`src/rtl/rca_pipe_addsub.sv`:
```
// Pipelined ripple-carry adder/subtractor.
// The operand is split into SEG-bit segments; each segment ripples in its own
// stage using the carry registered by the stage before it. Operand bits not yet
// consumed travel forward in skew registers, finished sum bits in de-skew
// registers, so the longest combinational path is one SEG-bit ripple.
// A single global enable stalls every stage together when the output is held.
module rca_pipe_addsub #(
    parameter int WIDTH = 16,
    parameter int SEG   = 4
) (
    input  logic             clk,
    input  logic             rst,
    input  logic             in_valid,
    output logic             in_ready,
    input  logic [WIDTH-1:0] i1,
    input  logic [WIDTH-1:0] i2,
    input  logic             Cin,
    input  logic             sub,
    output logic             out_valid,
    input  logic             out_ready,
    output logic [WIDTH-1:0] Sum,
    output logic             Cout,
    output logic             Ovf
);
    localparam int STAGES = (WIDTH + SEG - 1) / SEG;

    // The pipeline only advances when the output slot is empty or being drained.
    logic en;
    assign en       = !out_valid | out_ready;
    assign in_ready = en;

    genvar k;
    generate
        for (k = 0; k < STAGES; k++) begin : g_st
            localparam int LO = k * SEG;                              // first bit of this segment
            localparam int W  = (WIDTH - LO < SEG) ? WIDTH - LO : SEG; // segment width
            localparam int HI = LO + W;                               // sum bits done after this stage
            localparam int RW = WIDTH - HI;                           // operand bits still pending

            logic [WIDTH-LO-1:0] xa, xb;   // operand bits from this segment upward
            logic                xc, xv;   // incoming carry and beat valid
            logic [W-1:0]        ss;
            logic [W:0]          cc;
            logic [HI-1:0]       sd;
            logic [HI-1:0]       s_q;
            logic                c_q, v_q;

            if (k == 0) begin : g_head
                // Subtraction is a + ~b + ~borrow; inversion happens before stage 0.
                assign xa = i1;
                assign xb = i2 ^ {WIDTH{sub}};
                assign xc = Cin ^ sub;
                assign xv = in_valid & in_ready;
                assign sd = ss;
            end else begin : g_body
                assign xa = g_st[k-1].g_fwd.a_q;
                assign xb = g_st[k-1].g_fwd.b_q;
                assign xc = g_st[k-1].c_q;
                assign xv = g_st[k-1].v_q;
                assign sd = {ss, g_st[k-1].s_q};
            end

            // Ripple this segment bit by bit from the incoming carry.
            always_comb begin
                cc    = '0;
                ss    = '0;
                cc[0] = xc;
                for (int i = 0; i < W; i++) begin
                    ss[i]   = xa[i] ^ xb[i] ^ cc[i];
                    cc[i+1] = (xa[i] & xb[i]) | (cc[i] & (xa[i] ^ xb[i]));
                end
            end

            // Stage register: valid, carry out of this segment, sum bits so far.
            always_ff @(posedge clk or posedge rst) begin
                if (rst) begin
                    v_q <= 1'b0;
                    c_q <= 1'b0;
                    s_q <= '0;
                end else if (en) begin
                    v_q <= xv;
                    c_q <= cc[W];
                    s_q <= sd;
                end
            end

            if (RW > 0) begin : g_fwd
                logic [RW-1:0] a_q, b_q;
                // Skew registers carry the not-yet-added operand bits forward.
                always_ff @(posedge clk or posedge rst) begin
                    if (rst) begin
                        a_q <= '0;
                        b_q <= '0;
                    end else if (en) begin
                        a_q <= xa[WIDTH-LO-1:W];
                        b_q <= xb[WIDTH-LO-1:W];
                    end
                end
            end else begin : g_last
                logic o_q;
                // Signed overflow: carry into the MSB differs from carry out of it.
                always_ff @(posedge clk or posedge rst) begin
                    if (rst)
                        o_q <= 1'b0;
                    else if (en)
                        o_q <= cc[W] ^ cc[W-1];
                end
            end
        end
    endgenerate

    assign out_valid = g_st[STAGES-1].v_q;
    assign Sum       = g_st[STAGES-1].s_q;
    assign Cout      = g_st[STAGES-1].c_q;
    assign Ovf       = g_st[STAGES-1].g_last.o_q;
endmodule

```
`config.mk`:
```
export PLATFORM = sky130hd
export DESIGN_NAME = rca_pipe_addsub
export DESIGN_NICKNAME = d
export VERILOG_FILES = /design/src/rtl/rca_pipe_addsub.sv
export SDC_FILE = /design/constraint.sdc
export NUM_CORES = 1
export LEC_CHECK = 0
export CAP_MARGIN = 20
export CORE_ASPECT_RATIO = 1.4
export CORE_MARGIN = 2
export CORE_UTILIZATION = 59
export CTS_BUF_LIST = sky130_fd_sc_hd__clkbuf_16
export CTS_CLUSTER_SIZE = 24
export DETAILED_ROUTE_END_ITERATION = 8
export PLACE_DENSITY = 0.9
export RECOVER_POWER = 25
export SLEW_MARGIN = 10
export SYNTH_ARGS = -nofsm -noshare
export SYNTH_HDL_FRONTEND = slang
export SYNTH_SLANG_ARGS = --single-unit
```
`constraint.sdc`:
```
create_clock -name clk -period 7.96 [get_ports clk]
set_clock_uncertainty 0.15 [all_clocks]
set_input_delay 1.592 -clock clk [delete_from_list [all_inputs] [get_ports clk]]
set_output_delay 1.592 -clock clk [all_outputs]
set_load 0.01 [all_outputs]
```
Word level (Yosys, flattened, before mapping)
Cells that the tools add are included.
Operators by class
  bitwise operators: 85
  reductions and logical operators: 1
Operator list (number)
  bitwise XOR 1 bit: 34
  AND 1 bit: 33
  OR 1 bit: 17
  bitwise XOR 16 bit: 1
  zero test 1 bit: 1
Word-level totals
  input port bits: 38
  output and inout bits: 20
  register bits: 97
  word-level logic and storage cells: 105

Logic depth before layout (Yosys ltp)
Gate-level depths: netlist of the first run.
  depth after elaboration: 10
  gate-level depth with buffers: 10
  mapped depth without buffers: 9

Worst setup path after synthesis of the first run
Ideal clock, no wire load.
  path kind: input to register
  start: in sub
  end: reg g_st[0].s_q[3]
  required time: 7.685 ns
  data arrival time: 3.858 ns
  library setup time: 0.125 ns
  stages on the path: 10
  setup slack: 3.827 ns
  buffers on the path: 2
  cells stage by stage: buf_2 -> buf_4 -> xor2_1 -> fa_1 -> inv_1 -> fa_1 -> fa_1 -> inv_1 -> fa_1 -> mux2_2
On the way
  word-level cells in the longest chain between the ends: 9
  elaborated cells on any way between the ends: 16
  classes of those cells: bitwise: 16
RTL lines
  start: declaration: RTL line 18  | input logic sub,
  bitwise XOR 16 bit: RTL line 51  | assign xb = i2 ^ {WIDTH{sub}};
  bitwise XOR 1 bit: RTL line 70  | cc[i+1] = (xa[i] & xb[i]) | (cc[i] & (xa[i] ^ xb[i]));
  AND 1 bit: RTL line 70
  OR 1 bit: RTL line 70
  AND 1 bit: RTL line 70
  OR 1 bit: RTL line 70
  AND 1 bit: RTL line 70
  OR 1 bit: RTL line 70
  bitwise XOR 1 bit *: RTL line 69  | ss[i] = xa[i] ^ xb[i] ^ cc[i];
  via g_st[0].sd[3]: RTL line 44  | logic [HI-1:0] sd;
  end signal: assignment: RTL line 79  | s_q <= '0;
  end signal: assignment: RTL line 83  | s_q <= sd;
  end: declaration: RTL line 45  | logic [HI-1:0] s_q;
The timed path passes the listed nets; every way through them passes the cells marked *.
A chain may end at the register's enable or synchronous reset.

Final worst setup path of the first run
  start: in out_ready
  end: out in_ready
On the way
  word-level cells in the longest chain between the ends: 1
RTL lines
  start: declaration: RTL line 20  | input logic out_ready,
  OR 1 bit: RTL line 29  | assign en = !out_valid | out_ready;
  end: declaration: RTL line 14  | output logic in_ready,
Every way passes these cells.

==> impl_metrics.tcl, run 1 <==
set metrics [dict create \
    gr-total-overflow 0 \
    cts_sinks 97 \
    hold_depth 1 \
    clkTransAtPathRegs_ns 0.06 \
    setup_violations 0 \
    max_freq_mhz 180 \
    die_w_um 75.7 \
    wl_um 6920 \
    place.gp.congestion 0.771 \
    grt_max_degree 73 \
    synth_fp_nets 332 \
    synth_cell_types 15 \
    period_share_pct 69.8 \
    numCtsBuffers 9 \
    run_status "finished clean" \
    cts_tree "yes" \
    final_max_slew_viol_count 0 \
    initial_core_util_pct 60.8 \
    coreArea_mm2 0.00698 \
    power.leakage_nw 2.19 \
    crit_arrival_ns 3.81 \
    crit_path_end_kind "output pin" \
    r2r_end "Ovf$_DFFE_PP0N_" \
    synthesis.area_mm2 0.00425 \
    ff2ff_path_depth 9 \
    dieArea_mm2 0.00790 \
    maxSlewHeadroom_pct 27.5 \
    ys_ff_latch 97 \
    drive_above_1_share_pct 30.6 \
    worst_pin_slew_ns 1.08 \
    syn_avg_cell_area_um2 15.3 \
    fin_crit_ns 5.55 \
    synthCells 278 \
    wl_per_cell_um 15.9 \
    drt_first_pass_iters 4 \
    cp_max_fo 43 \
    cts_resized 0 \
    cts_hold_buf 0 \
    postRouteAntennaNets 0 \
    clock_latency_ns 0.33 \
    fin_nets 390 \
    grt_util_all_layers_pct 20.0 \
    fin_setup_tns_ns 0 \
    r2r_slack_ns 5.51 \
    boundaryPins 58 \
    cts_setup_buffers 0 \
    io_buffers 57 \
    finalHoldViolCount 0 \
    grt_pass1_wl_um 11800 \
    clock-root-buffer "clkbuf_16" \
    num_antenna_cells 0 \
    fillers 455 \
    peakVddDrop_mv 0.227 \
    cts_buffer_depth 2 \
    crit_type "input port to output pin" \
    start_kind "input port" \
    hold_path_end "out_valid$_DFFE_PP0N_" \
    die_h_um 104 \
    placed_cells 420 \
    register_area_mm2 0.00243 \
    first_iter_violations 107 \
    r2r-start "g_st[2].c_q$_DFFE_PP0N_" \
    hpwl_um 4670 \
    htreeDepth 3 \
    final_cell_count_no_fill 435 \
    drc 0 \
    antenna_found_initial 0 \
    hold_path.class "register to register" \
    via_count 2258 \
    yosysWarningCount 0 \
    area_delta_synth_final_pct 20.0 \
    rows 36 \
    total_power_mw 1.90 \
    worstHoldStart "g_st[2].v_q$_DFFE_PP0N_" \
    multi_input_area_mm2 0.00159 \
    maxCapViolCount 0 \
    critPathRequiredTime_ns 6.22 \
    seq_area_frac_synth_pct 57.2 \
    rsz0062_at_grt "false" \
    via_per_inst 5.19 \
    grt_pass1_vias 2478 \
    p_per_area_mw_per_mm2 373 \
]
## worst max-delay path by stage
| stage | from | endpoint | slack, ns | cells past startpoint |
|---|---|---|---|---|
| after floorplan | rst | Cout$_DFFE_PP0N_ | 3.68 | 1 |
| after global placement | out_ready | in_ready | 2.44 | 4 |
| after detailed placement | out_ready | in_ready | 2.43 | 4 |
| after CTS | out_ready | in_ready | 2.41 | 4 |
| after global routing | out_ready | in_ready | 2.31 | 4 |
| final | out_ready | in_ready | 2.41 | 4 |
## report_power, final
part / switching [mW] / internal (mW) / leakage (nW)
registers: 0.120 / 0.717 / 1.12
clock network: 0.175 / 0.211 / 0.132
logic: 0.281 / 0.393 / 0.940
## per-layer routing
metal,track usage (%),vias up,part of all wire (%)
li1,-,1029,-
met5,0,-,0
met3,3.59,19,3.0
met1,26.1,1163,40
met4,10.2,0,3.0
met2,31.7,47,54
## placed cells by master (no fill, tap or decap), types with 2 or more instances in the layout
master           instances
mux2_2                  83
a21oi_1                  9
fa_1                    16
xnor2_1                  5
xor2_1                  13
inv_1                   25
clkdlybuf4s50_1         38
buf_4                    3
clkinv_2                 2
dlygate4sd3_1           19
inv_6                    2
mux2i_1                  4
nor3b_1                  9
dfrtp_1                 97
clkbuf_16                9
## flip-flops by register name (all words and copies together), names as in the netlist
| name | cells |
|---|---|
| Sum | 16 |
| g_st.g_fwd.a_q | 24 |
| g_st.v_q | 3 |
| g_st.s_q | 24 |
| out_valid | 1 |
| Ovf | 1 |
| Cout | 1 |
| g_st.g_fwd.b_q | 24 |
| g_st.c_q | 3 |
## metrics by stage
step                      instance area [µm²]  worst slack [ns]  hold WS (ns)  util, %
after floorplan                          4250              3.68         0.278        -
after global placement                   4830              2.44         0.291     69.2
after detailed placement                 4830              2.43         0.296     69.2
after CTS                                5100              2.41         0.311     73.0
after global routing                     5100              2.31         0.325     73.0
final                                    5100              2.41         0.309     73.0
## logic make-up (layout without fill, tap and decap cells)
| family | after synthesis | in the layout | share of synthesized area (%) |
|---|---|---|---|
| flip-flops | 97 | 97 | 57.2 |
| multiplexers | 87 | 87 | 23.0 |
| buffers and inverters | 40 | 102 | 5.51 |
| XOR/XNOR | 18 | 18 | 3.71 |
| adder cells (fa/ha/maj) | 16 | 16 | 7.54 |
| AND/OR/NAND/NOR | 11 | 11 | 2.06 |
| AO/OA/AOI/OAI | 9 | 9 | 1.06 |
## cell usage after synthesis
| cell | n | area (µm²) |
|---|---|---|
| xnor2_1 | 5 | 43.8 |
| nor2b_4 | 1 | 13.8 |
| mux2_2 | 83 | 935 |
| inv_2 | 1 | 3.75 |
| inv_1 | 26 | 97.6 |
| dfrtp_1 | 97 | 2430 |
| nand2b_1 | 1 | 6.26 |
| a21oi_1 | 9 | 45.0 |
| buf_2 | 1 | 5.00 |
| buf_6 | 10 | 113 |
| mux2i_1 | 4 | 40.0 |
| xor2_1 | 13 | 114 |
| fa_1 | 16 | 320 |
| buf_4 | 2 | 15.0 |
| nor3b_1 | 9 | 67.6 |
## area by class of cell
| type | instances | area share, % |
|---|---|---|
| Inverter | 27 | 2.01 |
| Timing Repair Buffer | 60 | 11.6 |
| Clock inverter | 6 | 0.859 |
| Tap cell | 95 | 2.33 |
| Clock buffer | 9 | 4.42 |
| Multi-Input combinational cell | 141 | 31.1 |
| Sequential cell | 97 | 47.6 |
## worst max-delay path: stages
cell             delay [ns]
clkdlybuf4s50_1        0.76
nor2b_4                0.08
inv_2                  0.67
clkdlybuf4s50_1        0.68
No activity file was read; power rests on OpenSTA's default activity.
==> run 2, diff against run 1 <==
--- a/config.mk
+++ b/config.mk
@@ -8,11 +8,11 @@
 export CAP_MARGIN = 20
 export CORE_ASPECT_RATIO = 1.4
 export CORE_MARGIN = 2
-export CORE_UTILIZATION = 59
+export CORE_UTILIZATION = 54
 export CTS_BUF_LIST = sky130_fd_sc_hd__clkbuf_16
 export CTS_CLUSTER_SIZE = 24
 export DETAILED_ROUTE_END_ITERATION = 8
-export PLACE_DENSITY = 0.9
+export PLACE_DENSITY = 0.84
 export RECOVER_POWER = 25
 export SLEW_MARGIN = 10
 export SYNTH_ARGS = -nofsm -noshare
==> constraint.sdc (replaced) <==
create_clock -name clk -period 5.2 [get_ports clk]
set_clock_uncertainty 0.15 [all_clocks]
set_input_delay 1.04 -clock clk [delete_from_list [all_inputs] [get_ports clk]]
set_output_delay 1.04 -clock clk [all_outputs]
set_load 0.01 [all_outputs]
==> run 2 against run 1 <==
Against the previous run:
- the run now ends with max-capacitance violations, max-slew violations left
- sequential power rose by 53%
- final cell count up 1.4%
- die area grew 8.8%
- wire length fell by 1.1%
- global-route usage fell by 1.9 points
- sequential cell count stayed put
- sequential share of layout area fell by 0.20 points
- clock power is 60% higher
- critical endpoint is now g_st[1].s_q[0]$_DFFE_PP0N_
- largest cell class unchanged
- largest power group unchanged
==> impl_metrics.tcl, run 2 (synthesized netlist as in run 1, its figures left out) <==
set metrics [dict create \
    crit_path_end_kind "async pin" \
    first_iter_violations 120 \
    coreArea_mm2 0.00770 \
    gr-total-overflow 0 \
    cts_buffer_depth 2 \
    boundaryPins 58 \
    cts_resized 0 \
    cts_setup_buffers 0 \
    crit_slowest_cell "inv_1" \
    drc 0 \
    fin_nets 391 \
    cp_max_fo 74 \
    reg_top3 "g_st.g_fwd.a_q x24, g_st.g_fwd.b_q x24, g_st.s_q x24" \
    critPathRequiredTime_ns 4.92 \
    fin_crit_ns 3.77 \
    p_int_mw 2.08 \
    setup_violations 0 \
    cp_num_buf_inv 2 \
    final_cell_count_no_fill 441 \
    wl_um 6850 \
    grt_max_degree 75 \
    clock_latency_ns 0.34 \
    cts_sinks 97 \
    numCtsBuffers 9 \
    clock-root-buffer "clkbuf_16" \
    finalHoldViolCount 0 \
    num_antenna_cells 0 \
    hpwl_um 4640 \
    final_max_slew_viol_count 75 \
    rows 38 \
    cts_tree "yes" \
    multi_input_area_mm2 0.00159 \
    p_per_area_mw_per_mm2 573 \
    grt_util_all_layers_pct 18.2 \
    critPathTopFamily "buffers and inverters" \
    place.gp.congestion 0.745 \
    drive_above_1_share_pct 29.9 \
    postRouteAntennaNets 0 \
    antenna_found_initial 0 \
    mostFrequentLayoutCell "dfrtp_1" \
    cts_hold_buf 0 \
    grt_pass1_wl_um 11600 \
    fin_setup_tns_ns 0 \
    critPathMaxStageDelay_ns 1.87 \
    combPwrFrac_pct 35.2 \
    start_kind "input port" \
    crit_chain "dlygate4sd3_1 > inv_1" \
    worst_pin_slew_ns 2.67 \
    hold_path.class "register to register" \
    grt_pass1_vias 2499 \
    via_per_inst 5.13 \
    area_delta_synth_final_pct 20.5 \
    max_freq_mhz 265 \
    period_share_pct 72.4 \
    crit_arrival_ns 3.48 \
    wl_per_cell_um 15.5 \
    htreeDepth 3 \
    rsz0062_at_grt "false" \
    crit_type "input port to async pin" \
    maxCapViolCount 1 \
    initial_core_util_pct 55.1 \
    power.leakage_nw 2.22 \
    fillers 558 \
    seq_power_share_pct 43.7 \
    io_buffers 57 \
    switching_share_pct 29.0 \
    register_area_mm2 0.00243 \
    via_count 2262 \
    clkTransAtPathRegs_ns 0.06 \
    dieArea_mm2 0.00860 \
    die_h_um 109 \
    peakVddDrop_mv 0.309 \
    run_status "finished, violations left" \
    die_w_um 78.9 \
    placed_cells 426 \
    switching_power_mw 0.850 \
    final_cell_mix "97 x dfrtp_1, 83 x mux2_2, 56 x clkdlybuf4s50_1, 28 x inv_1, 16 x fa_1" \
    violations "max-capacitance violations, max-slew violations" \
    pwr-share-clk_pct 21.1 \
    drt_first_pass_iters 4 \
    maxSlewHeadroom_pct -78.1 \
]
[run 2: changes by cell type in the layout (fill, tap and decap cells not counted), sizes merged]
cell | previous run | this run
buf | 3 | 4
clkdlybuf4s50 | 38 | 56
bufinv | 0 | 1
clkinvlp | 2 | 0
dlygate4sd3 | 19 | 1
inv | 28 | 29
[run 2: layer usage]
metal | share of wire [%] | GRT usage, % | wire, µm
met3 | 3.0 | 2.40 | 206
met2 | 51 | 31.1 | 3510
met4 | 5.0 | 13.3 | 342
met5 | 0 | 0 | 0
met1 | 41 | 20.8 | 2790
[run 2: worst paths after layout]
kind | start | to | slack (ns) | cells past startpoint
max in group clk | out_ready | in_ready | 1.51 | 4
hold reg to reg | g_st[2].v_q$_DFFE_PP0N_ | out_valid$_DFFE_PP0N_ | 0.34 | 1
hold / removal | g_st[2].v_q$_DFFE_PP0N_ | out_valid$_DFFE_PP0N_ | 0.34 | 1
setup reg to reg | g_st[2].c_q$_DFFE_PP0N_ | Ovf$_DFFE_PP0N_ | 2.79 | 9
setup / recovery | rst | g_st[1].s_q[0]$_DFFE_PP0N_ | 1.43 | 2
min in group asynchronous | rst | g_st[0].g_fwd.a_q[4]$_DFFE_PP0N_ | 1.94 | 2
[run 2: layout make-up]
type	instances	area share (%)
clock buffer	9	4.40
timing repair buffer	61	11.7
sequential	97	47.4
tap	100	2.44
inverter	27	1.98
clock inverter	6	1.03
multi-input combinational	141	31.0
[run 2: through the flow]
step | hold slack (ns) | power, mW | instance area (µm²) | util [%] | setup slack [ns]
final | 0.343 | 2.93 | 5120 | 66.4 | 1.43
after global placement | 0.293 | 2.28 | 4840 | 62.9 | 1.26
after global routing | 0.358 | 3.15 | 5120 | 66.4 | 0.773
after CTS | 0.339 | 2.98 | 5120 | 66.5 | 1.50
after floorplan | 0.278 | 2.00 | 4250 | - | 1.48
after detailed placement | 0.316 | 2.35 | 4840 | 62.9 | 1.20
[run 2: power groups by stage]
stage / clock (mW) / combinational [mW] / sequential, mW
2_1_floorplan: 0 / 0.726 / 1.28
3_3_place_gp: 0 / 1.01 / 1.28
3_5_place_dp: 0 / 1.05 / 1.30
4_1_cts: 0.637 / 1.06 / 1.29
5_1_grt: 0.665 / 1.15 / 1.33
6_report: 0.618 / 1.03 / 1.28
==> run 3, diff against run 2 <==
==> constraint.sdc (replaced) <==
create_clock -name clk -period 3.85 [get_ports clk]
set_clock_uncertainty 0.15 [all_clocks]
set_input_delay 0.77 -clock clk [delete_from_list [all_inputs] [get_ports clk]]
set_output_delay 0.77 -clock clk [all_outputs]
set_load 0.01 [all_outputs]
==> run 3 against run 2 <==
Against the previous run:
- the run still ends with max-capacitance violations, max-slew violations left
- first-iteration DRC count up 25%
- sequential power up 35%
- sequential share of layout area barely moved
- hold slack lost 0.022 ns
- clock power grew 25%
- clock-buffer cell count stayed put
- global-route usage is 0.11 points lower
- sequential cell count unchanged
- highest routed layer unchanged
==> impl_metrics.tcl, run 3 (synthesized netlist as in run 1, its figures left out) <==
set metrics [dict create \
    crit_path_end_kind "register" \
    via_count 2275 \
    period_share_pct 86.7 \
    postRouteAntennaNets 0 \
    final_area_mm2 0.00512 \
    wl_per_cell_um 15.8 \
    cts_resized 0 \
    rows 38 \
    hpwl_um 4630 \
    fin_util_pct 66.5 \
    via_per_inst 5.12 \
    mostFrequentLayoutCell "dfrtp_1" \
    hold_depth 1 \
    crit_slowest_cell "clkdlybuf4s50_1" \
    crit_chain "clkdlybuf4s50_1 > xor2_1 > fa_1 > inv_1 > fa_1 > fa_1 > inv_1 > fa_1 > mux2_2" \
    p_per_area_mw_per_mm2 763 \
    cts_buffer_depth 2 \
    ff2ff_path_depth 9 \
    grt_util_all_layers_pct 18.0 \
    finalWorstSetupSlack_ns 0.512 \
    cts_sinks 97 \
    critPathMaxStageDelay_ns 0.61 \
    finalHoldViolCount 0 \
    dieArea_mm2 0.00860 \
    io_buffers 57 \
    worst_pin_slew_ns 2.03 \
    place_area_mm2 0.00487 \
    critPathRequiredTime_ns 3.92 \
    fin_crit_ns 3.34 \
    r2r_end "Ovf$_DFFE_PP0N_" \
    drt_first_pass_iters 4 \
    rsz0062_at_grt "false" \
    max_freq_mhz 300 \
    area_delta_synth_final_pct 20.6 \
    drive_above_1_share_pct 29.9 \
    wl_um 6990 \
    clkTransAtPathRegs_ns 0.06 \
    peakVddDrop_mv 0.451 \
    gr-total-overflow 0 \
    num_antenna_cells 0 \
    cp_max_fo 3 \
    clock_latency_ns 0.34 \
    boundaryPins 58 \
    fin_setup_tns_ns 0 \
    maxCapViolCount 1 \
    fillers 576 \
    r2r_slack_ns 1.33 \
    place.gp.congestion 0.743 \
    placed_cells 428 \
    power.leakage_nw 2.21 \
    htreeDepth 3 \
    numCtsBuffers 9 \
    grt_max_degree 56 \
    crit_arrival_ns 3.41 \
    r2r-start "g_st[2].c_q$_DFFE_PP0N_" \
    holdWs_ns 0.322 \
    die_w_um 78.9 \
    die_h_um 109 \
    total_power_mw 3.91 \
    maxSlewHeadroom_pct -36.0 \
    antenna_found_initial 0 \
    violations "max-capacitance violations, max-slew violations" \
    crit_type "input port to register" \
    clock-root-buffer "clkbuf_16" \
    grt_pass1_wl_um 11400 \
    fin_nets 393 \
    run_status "finished, violations left" \
    start_kind "input port" \
    grt_pass1_vias 2394 \
    final_cell_count_no_fill 444 \
    cts_tree "yes" \
    hold_path_end "out_valid$_DFFE_PP0N_" \
    worstHoldStart "g_st[2].v_q$_DFFE_PP0N_" \
    dp_worst_setup_slack_ns 0.135 \
    cts_setup_buffers 0 \
    cts_hold_buf 0 \
    final_cell_mix "97 x dfrtp_1, 83 x mux2_2, 56 x clkdlybuf4s50_1, 26 x inv_1, 16 x fa_1" \
    first_iter_violations 150 \
    initial_core_util_pct 55.1 \
    cpMostUsedCell "fa_1" \
    hold_path.class "register to register" \
    reg_top3 "g_st.g_fwd.a_q x24, g_st.g_fwd.b_q x24, g_st.s_q x24" \
    drc 0 \
    coreArea_mm2 0.00770 \
    final_max_slew_viol_count 46 \
    setup_violations 0 \
]
==> run 3: cell types whose count changed in the layout (fill, tap and decap cells not counted) <==
cell and delta:
clkinvlp_2 +1, buf_4 +1, clkinv_2 -1, clkinv_1 +4, inv_1 -2, buf_12 +1, bufinv_16 -1
==> run 3: layout make-up <==
cell class / instances / area (µm²) / area share (%)
repair buffers: 63 / 628 / 12.3
flip-flops and latches: 97 / 2430 / 47.4
well taps: 100 / 125 / 2.44
multi-input cells: 141 / 1590 / 30.9
inverters: 27 / 103 / 2.00
clock inverters: 7 / 28.8 / 0.562
clock buffers: 9 / 225 / 4.40
==> run 3: worst max-delay path by stage <==
stage                     startpoint                         end  slack (ns)
after floorplan                  rst            Cout$_DFFE_PP0N_        0.40
after global placement           sub  g_st[0].s_q[3]$_DFFE_PP0N_        0.24
after detailed placement         sub  g_st[0].s_q[3]$_DFFE_PP0N_        0.13
after CTS                        sub  g_st[0].s_q[3]$_DFFE_PP0N_        0.50
after global routing             sub  g_st[0].s_q[3]$_DFFE_PP0N_        0.41
final                            sub  g_st[0].s_q[3]$_DFFE_PP0N_        0.51
==> run 3: routing by layer <==
layer | vias to the layer above | track usage (%) | share of wire [%]
li1 | 1045 | - | -
met1 | 1176 | 21.8 | 42
met2 | 39 | 30.3 | 52
met3 | 15 | 4.14 | 3.0
met4 | 0 | 9.36 | 2.8
met5 | - | 0 | 0
==> run 3: report_power, final <==
part	total, mW	internal, mW	switching [mW]
clock	0.770	0.424	0.346
sequential	1.73	1.48	0.244
combinational	1.41	0.844	0.566
total	3.91	2.75	1.16
==> run 3: worst max-delay path, delay by kind of cell <==
family / cells / cell delay (ns)
XOR/XNOR: 1 / 0.24
adder cells (fa/ha/maj): 4 / 1.37
buffers and inverters: 3 / 0.73
multiplexers: 1 / 0.27
